<file path="src/rtl/mmio_uart_tx_pkg.sv">
// Shared types and register-map constants for the memory-mapped UART transmitter.
package Uart_Tx_pkg;

  typedef enum logic [1:0] {
    IDLE  = 2'd0,
    START = 2'd1,
    DATA  = 2'd2,
    STOP  = 2'd3
  } uart_tx_state_e;

  localparam logic [1:0] TXDATA_OFF = 2'd0;
  localparam logic [1:0] STATUS_OFF = 2'd1;

  localparam int STAT_BUSY_BIT  = 0;
  localparam int STAT_FULL_BIT  = 1;
  localparam int STAT_EMPTY_BIT = 2;
  localparam int STAT_OVF_BIT   = 3;
  localparam int STAT_CNT_LSB   = 8;
  localparam int STAT_CNT_W     = 5;

endpackage

</file>
<file path="src/rtl/mmio_uart_tx_fifo.sv">
// Small synchronous FIFO holding bytes waiting to be serialised; dout shows the head entry.
module tx_fifo
  import Uart_Tx_pkg::*;
#(
  parameter int WIDTH = 8,
  parameter int DEPTH = 8,
  localparam int PTR_W = $clog2(DEPTH),
  localparam int CNT_W = $clog2(DEPTH) + 1
) (
  input  logic             clk,
  input  logic             rst,
  input  logic             push,
  input  logic             pop,
  input  logic [WIDTH-1:0] din,
  output logic [WIDTH-1:0] dout,
  output logic             full,
  output logic             empty,
  output logic [CNT_W-1:0] count
);

  logic [WIDTH-1:0] mem_q [DEPTH];
  logic [PTR_W-1:0] wr_ptr_q;
  logic [PTR_W-1:0] rd_ptr_q;
  logic [CNT_W-1:0] cnt_q;
  logic             do_push_s;
  logic             do_pop_s;

  // Fullness is judged before this edge's pop, so a push into a full FIFO is lost.
  assign do_push_s = push && !full;
  assign do_pop_s  = pop && !empty;

  always_ff @(posedge clk) begin
    if (!rst) begin
      wr_ptr_q <= '0;
      rd_ptr_q <= '0;
      cnt_q    <= '0;
    end else begin
      if (do_push_s) begin
        wr_ptr_q <= wr_ptr_q + PTR_W'(1);
      end
      if (do_pop_s) begin
        rd_ptr_q <= rd_ptr_q + PTR_W'(1);
      end
      if (do_push_s && !do_pop_s) begin
        cnt_q <= cnt_q + CNT_W'(1);
      end else if (!do_push_s && do_pop_s) begin
        cnt_q <= cnt_q - CNT_W'(1);
      end else begin
        cnt_q <= cnt_q;
      end
    end
  end

  always_ff @(posedge clk) begin
    if (do_push_s) begin
      mem_q[wr_ptr_q] <= din;
    end
  end

  assign dout  = mem_q[rd_ptr_q];
  assign full  = (cnt_q == CNT_W'(DEPTH));
  assign empty = (cnt_q == CNT_W'(0));
  assign count = cnt_q;

endmodule

</file>
<file path="src/rtl/mmio_uart_tx.sv">
// Memory-mapped 8N1 UART transmitter: bus decoder, status register, TX FIFO and serialiser FSM.
module mmio_uart_tx
  import Uart_Tx_pkg::*;
#(
  parameter int                    DATA_WIDTH  = 32,
  parameter int                    ADDR_WIDTH  = 32,
  parameter logic [ADDR_WIDTH-1:0] BASE_ADDR   = 32'h1002_0000,
  parameter int                    CLK_PER_BIT = 434,
  parameter int                    FIFO_DEPTH  = 8
) (
  input  logic                  clk,
  input  logic                  rst,
  input  logic                  MemWrite,
  input  logic                  MemRead,
  input  logic [ADDR_WIDTH-1:0] RWAddress,
  input  logic [DATA_WIDTH-1:0] WriteData,
  output logic [DATA_WIDTH-1:0] RdData,
  output logic                  Sel,
  output logic                  Tx,
  output logic                  TxIrq
);

  localparam int BAUD_W = $clog2(CLK_PER_BIT);
  localparam int CNT_W  = $clog2(FIFO_DEPTH) + 1;

  uart_tx_state_e    state_q, state_d;
  logic [BAUD_W-1:0] baud_q, baud_d;
  logic [2:0]        bit_q, bit_d;
  logic [7:0]        shift_q, shift_d;
  logic              tx_q, tx_d;
  logic              ovf_q, ovf_d;

  logic              hit_s, push_s, clr_ovf_s, pop_s, baud_last_s;
  logic [1:0]        off_s;
  logic [7:0]        fifo_dout_s;
  logic              fifo_full_s, fifo_empty_s;
  logic [CNT_W-1:0]  fifo_cnt_s;
  logic [DATA_WIDTH-1:0] status_s;
  logic              unused_s;

  assign hit_s       = (RWAddress[ADDR_WIDTH-1:4] == BASE_ADDR[ADDR_WIDTH-1:4]);
  assign off_s       = RWAddress[3:2];
  assign push_s      = MemWrite && hit_s && (off_s == TXDATA_OFF);
  assign clr_ovf_s   = MemWrite && hit_s && (off_s == STATUS_OFF);
  assign baud_last_s = (baud_q == BAUD_W'(CLK_PER_BIT - 1));
  // Reads have no side effects, so the load strobe is not needed by the decoder.
  assign unused_s    = ^{MemRead, RWAddress[1:0], WriteData[DATA_WIDTH-1:8]};

  tx_fifo #(
    .WIDTH (8),
    .DEPTH (FIFO_DEPTH)
  ) u_fifo (
    .clk   (clk),
    .rst   (rst),
    .push  (push_s),
    .pop   (pop_s),
    .din   (WriteData[7:0]),
    .dout  (fifo_dout_s),
    .full  (fifo_full_s),
    .empty (fifo_empty_s),
    .count (fifo_cnt_s)
  );

  always_comb begin
    state_d = state_q;
    baud_d  = baud_q + BAUD_W'(1);
    bit_d   = bit_q;
    shift_d = shift_q;
    pop_s   = 1'b0;
    case (state_q)
      IDLE: begin
        baud_d = '0;
        if (!fifo_empty_s) begin
          state_d = START;
          pop_s   = 1'b1;
          shift_d = fifo_dout_s;
        end else begin
          state_d = IDLE;
        end
      end
      START: begin
        if (baud_last_s) begin
          state_d = DATA;
          baud_d  = '0;
          bit_d   = 3'd0;
        end else begin
          state_d = START;
        end
      end
      DATA: begin
        if (baud_last_s) begin
          baud_d  = '0;
          shift_d = {1'b0, shift_q[7:1]};
          if (bit_q == 3'd7) begin
            state_d = STOP;
            bit_d   = 3'd0;
          end else begin
            state_d = DATA;
            bit_d   = bit_q + 3'd1;
          end
        end else begin
          state_d = DATA;
        end
      end
      STOP: begin
        if (baud_last_s) begin
          baud_d = '0;
          // Chain straight into the next start bit when more data is queued.
          if (!fifo_empty_s) begin
            state_d = START;
            pop_s   = 1'b1;
            shift_d = fifo_dout_s;
          end else begin
            state_d = IDLE;
          end
        end else begin
          state_d = STOP;
        end
      end
      default: begin
        state_d = IDLE;
        baud_d  = '0;
        bit_d   = 3'd0;
      end
    endcase

    case (state_d)
      START:   tx_d = 1'b0;
      DATA:    tx_d = shift_d[0];
      default: tx_d = 1'b1;
    endcase

    if (push_s && fifo_full_s) begin
      ovf_d = 1'b1;
    end else if (clr_ovf_s) begin
      ovf_d = 1'b0;
    end else begin
      ovf_d = ovf_q;
    end
  end

  always_ff @(posedge clk) begin
    if (!rst) begin
      state_q <= IDLE;
      baud_q  <= '0;
      bit_q   <= 3'd0;
      shift_q <= 8'd0;
      tx_q    <= 1'b1;
      ovf_q   <= 1'b0;
    end else begin
      state_q <= state_d;
      baud_q  <= baud_d;
      bit_q   <= bit_d;
      shift_q <= shift_d;
      tx_q    <= tx_d;
      ovf_q   <= ovf_d;
    end
  end

  always_comb begin
    status_s = '0;
    status_s[STAT_BUSY_BIT]  = (state_q != IDLE);
    status_s[STAT_FULL_BIT]  = fifo_full_s;
    status_s[STAT_EMPTY_BIT] = fifo_empty_s;
    status_s[STAT_OVF_BIT]   = ovf_q;
    status_s[STAT_CNT_LSB +: STAT_CNT_W] = STAT_CNT_W'(fifo_cnt_s);
    if (hit_s && (off_s == STATUS_OFF)) begin
      RdData = status_s;
    end else begin
      RdData = '0;
    end
  end

  assign Sel   = hit_s;
  assign Tx    = tx_q;
  assign TxIrq = fifo_empty_s && (state_q == IDLE);

endmodule

</file>
<file path="config.mk">
export PLATFORM = sky130hd
export DESIGN_NAME = mmio_uart_tx
export DESIGN_NICKNAME = d
export VERILOG_FILES = /design/src/rtl/mmio_uart_tx_pkg.sv /design/src/rtl/mmio_uart_tx_fifo.sv /design/src/rtl/mmio_uart_tx.sv
export SDC_FILE = /design/constraint.sdc
export NUM_CORES = 1
export LEC_CHECK = 0
export ABC_CLOCK_PERIOD_IN_PS = 9500
export CAP_MARGIN = 15
export CORE_ASPECT_RATIO = 1.1
export CORE_MARGIN = 2
export CORE_UTILIZATION = 35
export DETAILED_ROUTE_END_ITERATION = 10
export GPL_TIMING_DRIVEN = 0
export HOLD_SLACK_MARGIN = 0.08
export PLACE_DENSITY = 0.56
export RECOVER_POWER = 100
export SLEW_MARGIN = 15
export SYNTH_ARGS = -nofsm -noshare
export SYNTH_HDL_FRONTEND = slang
export SYNTH_SLANG_ARGS = --single-unit
</file>
<file path="constraint.sdc">
create_clock -name clk -period 9.5 [get_ports clk]
set_clock_uncertainty 0.1 [all_clocks]
set_input_delay 0.95 -clock clk [delete_from_list [all_inputs] [get_ports clk]]
set_output_delay 0.95 -clock clk [all_outputs]
set_load 0.02 [all_outputs]
</file>
==> metrics.md <==
| Metric | Value |
|---|---|
| Final Wtd Congestion | approximately 0.82 |
| Gate power share | 0.233 |
| Clock transition at path regs | roughly 70 ps |
| Post-DP HPWL | 6765 um |
| Critical path launch point type | input pin |
| Top fanout value on the critical path | 6 |
| Yosys Warn Count | 0 |
| Crit path capture | u_fifo.count[3] |
| Total power | 1184 uW |
| Setup TNS | 0 ps |
| Syn Std Cell Area | 4632 um2 |
| Drt pass-1 iters | 4 |
| Routed vias | ~3,000 |
| Synth area leaders | edfxtp_1, dfxtp_1, mux4_2 |
| Resize count post-CTS | 0 |
| Sequential area share after synthesis | 0.5748 |
| P_int | between 800 and 900 uW |
| First-pass GRT wire length | 15,610 um |
| R2R depth | 11 |
| Worst setup path startpoint | RWAddress[6] |
| CP max stage delay | roughly 860 ps |
| Antenna violations before repair | 0 |
| Die width | 113.7 um |
| CTS tree | built |
| H-tree levels | 3 |
| Syn_area_per_cell | roughly 13 um2 |
| IO Port Bufs | just over 50 |
| Static Leak | about 0.0021 uW |
| Starting density of the core | 0.3550 |
| Ys async rst share | 0 |
| R2r startpoint | u_fifo.count[0] |
| Cell taking the most area after synthesis | edfxtp_1 |
| Post-synth top flop | edfxtp_1 |
| # Post-CTS Setup Buffers | 0 |
| Setup ws final | between 4000 and 5000 ps |
| Max_cap viols | 1 |
| Maximum VDD drop | between 0.1 and 0.15 mV |
| Net Sw Power | 327.8 uW |
| Reg-to-Reg End | u_fifo.count[3] |
| Critical path data arrival time | roughly 4800 ps |
| Worst-skew pair later-pin latency | between 300 and 400 ps |
| Failing checks | max-capacitance violations, max-slew violations |
| Crit path cell chain | dlygate4sd3_1, nor4_1, nand4_1, nor4b_1, nand2_2, inv_1, ha_1, inv_1, ha_1, a21o_1, a21oi_1, xnor2_1, or3_1, a21oi_1 |
| Sw Share | 0.2769 |
| Post-synth EDFFs | 64 |
| Core area | approximately 13,000 um2 |
| Synth-to-layout area growth | 24.12% |
| RSZ-0062 raised after global routing | no |
| Worst slew pin tran | around 1500 ps |
| Routed vias/inst | about 4.9 |
| Tightest Hold Check Type | reg -> reg |
| Hold Buf Count CTS | 0 |
| Sequential share of power | 0.432 |
| Share of cells above drive strength 1 | 0.1425 |
| CP max stage cell | nor4b_1 |
| Io pins | roughly 100 |
| Largest net degree at the start of global routing | 18 |
| CTS sink cnt | between 100 and 150 |
| Final period util | 0.4862 |
| Root buffer cell | clkbuf_16 |
| Seq cells post-synth | 101 |
| Die H | 124.7 um |
| Vias in the first global route | just under 3,000 |
| Layout fillers | 1,224 |
| Placement Setup Slack | around 5000 ps |
| Slew headroom | -0.01274 |
| Yosys cell types | 54 |
| Total Routing Usage GR | 0.1420 |
| Mapped Cells | around 360 |
| Final Slew Violations | 10 |
| DRT antenna net count | 0 |
| Die area | 14,170 um2 |
| Crit path kind | in -> reg |
| Nets@finish | about 540 |
| Clk pwr share | 0.335 |
| TritonCTS Buffers | 9 |
| Clock tree buffer depth | 2 |
| Setup violators final | 0 |
| CP required | around 9700 ps |
| Reg2Reg Setup Slack | slightly below 6000 ps |
| F_max | approximately 220 MHz |
| Synth cell count leaders | edfxtp_1, dfxtp_1, nor2_1, buf_4, nand2_1 |
| Outcome | finished with violations |
| PD cells | 205.9 nW/um2 |
| Kind of capture point of the worst setup path | register |
| Iteration-0 DRC Markers | about 110 |
| Share of the synthesized area in the top cell type | 0.4149 |
| # rows | 44 |
| Final wirelength | around 9500 um |
| Wire per inst | between 15 and 20 um |
| Post-layout min period | ~4600 ps |
| Ant diodes | 0 |
| Most frequent cell after synthesis | edfxtp_1 |
| Global route overflow | 0 |
| Hold Fails Final Rpt | 0 |
| Drt drc | 0 |
[layout make-up]
type	instances	area, um2	area share
Timing Repair Buffer	59	540.5	0.09402
Tap cell	161	201.4	0.03504
Multi-Input combinational cell	234	1754	0.3051
Inverter	8	30.03	0.005223
Clock buffer	10	229.0	0.03983
Sequential cell	101	2663	0.4631
Clock inverter	6	92.59	0.01610
Buffer	38	239.0	0.04157
[per-stage QoR]
stage | std cells | utilization | hold slack (ps) | area (um2)
after global placement | 593 | 0.4162 | 361.2 | 5430
after global routing | 617 | 0.4406 | 409.9 | 5749
after CTS | 617 | 0.4478 | 387.0 | 5843
after floorplan | 381 | - | 342.3 | 4718
after detailed placement | 601 | 0.4232 | 365.3 | 5522
final | 617 | 0.4406 | 381.8 | 5749
[worst min-delay path by stage]
| stage | cells past startpoint | endpoint | slack, ps | start |
|---|---|---|---|---|
| 2_1_floorplan | 1 | shift_q[5] | 340 | shift_q[5] |
| 4_1_cts | 1 | shift_q[3] | 390 | shift_q[3] |
| 5_1_grt | 1 | shift_q[1] | 410 | shift_q[1] |
| 6_report | 1 | baud_q[0] | 380 | baud_q[0] |
| 3_3_place_gp | 1 | shift_q[6] | 360 | shift_q[6] |
| 3_5_place_dp | 1 | shift_q[5] | 370 | shift_q[5] |
[registers in the layout (all words and copies together), names as in the netlist, named ones only]
name and cells:
shift_q 8, u_fifo.count 4, Tx 1, bit_q 3, state_q 2, ovf_q 1
u_fifo.rd_ptr_q 3, u_fifo.wr_ptr_q 3, u_fifo.mem_q 64, baud_q 9
[power by group through the flow]
stage	sequential (uW)	clock, uW	combinational [uW]
after floorplan	519	0	203
after global placement	521	0	277
after detailed placement	522	0	282
after CTS	512	409	284
after global routing	515	424	309
final	511	396	276
[critical path, delay by kind of cell]
kind,cells,cell delay [ps]
xor gates and xnor gates,1,90
and+or+nand+nor,5,1930
AOI/OAI and AO/OA,3,480
buffers and inverters,3,810
adders and majority gates,2,510
[metal layers]
layer | routed length (um) | global-route usage | up-vias
li1 | - | - | 1474
met3 | 345 | 0.03358 | 10
met4 | 113 | 0.04304 | 0
met1 | 4280 | 0.1805 | 1451
met5 | 0 | 0 | -
met2 | 4752 | 0.2395 | 63
[cell usage in the layout, fill, tap and decap left out, types with 3 or more instances in the layout]
master            n
edfxtp_1         64
dfxtp_1          37
nor2_1           32
clkdlybuf4s50_1  31
buf_4            24
conb_1           24
nand2_1          20
dlygate4sd3_1    20
clkbuf_1         16
mux4_2           15
ha_1             15
o21ai_0          12
a21oi_1          12
nor4_1           11
mux2i_1          11
xnor2_1           9
clkbuf_16         9
nor4b_1           7
inv_1             7
and3_1            7
a22o_1            6
nand3_1           5
nor3_1            5
buf_2             4
and2_1            3
xor2_1            3
nand2b_1          3
o21a_1            3
[cell families (layout without fill, tap and decap cells)]
kind of cell,count (synthesis),in the layout,share of synthesized area
mux,27,27,0.09914
xor+xnor,12,12,0.02269
simple gates,110,110,0.1348
fa+ha+maj,16,16,0.04484
compound gates,45,45,0.06456
buf+inv,46,121,0.05834
other cells,1,24,0.0008096
flops,101,101,0.5748
No activity file was read; power rests on OpenSTA's default activity.
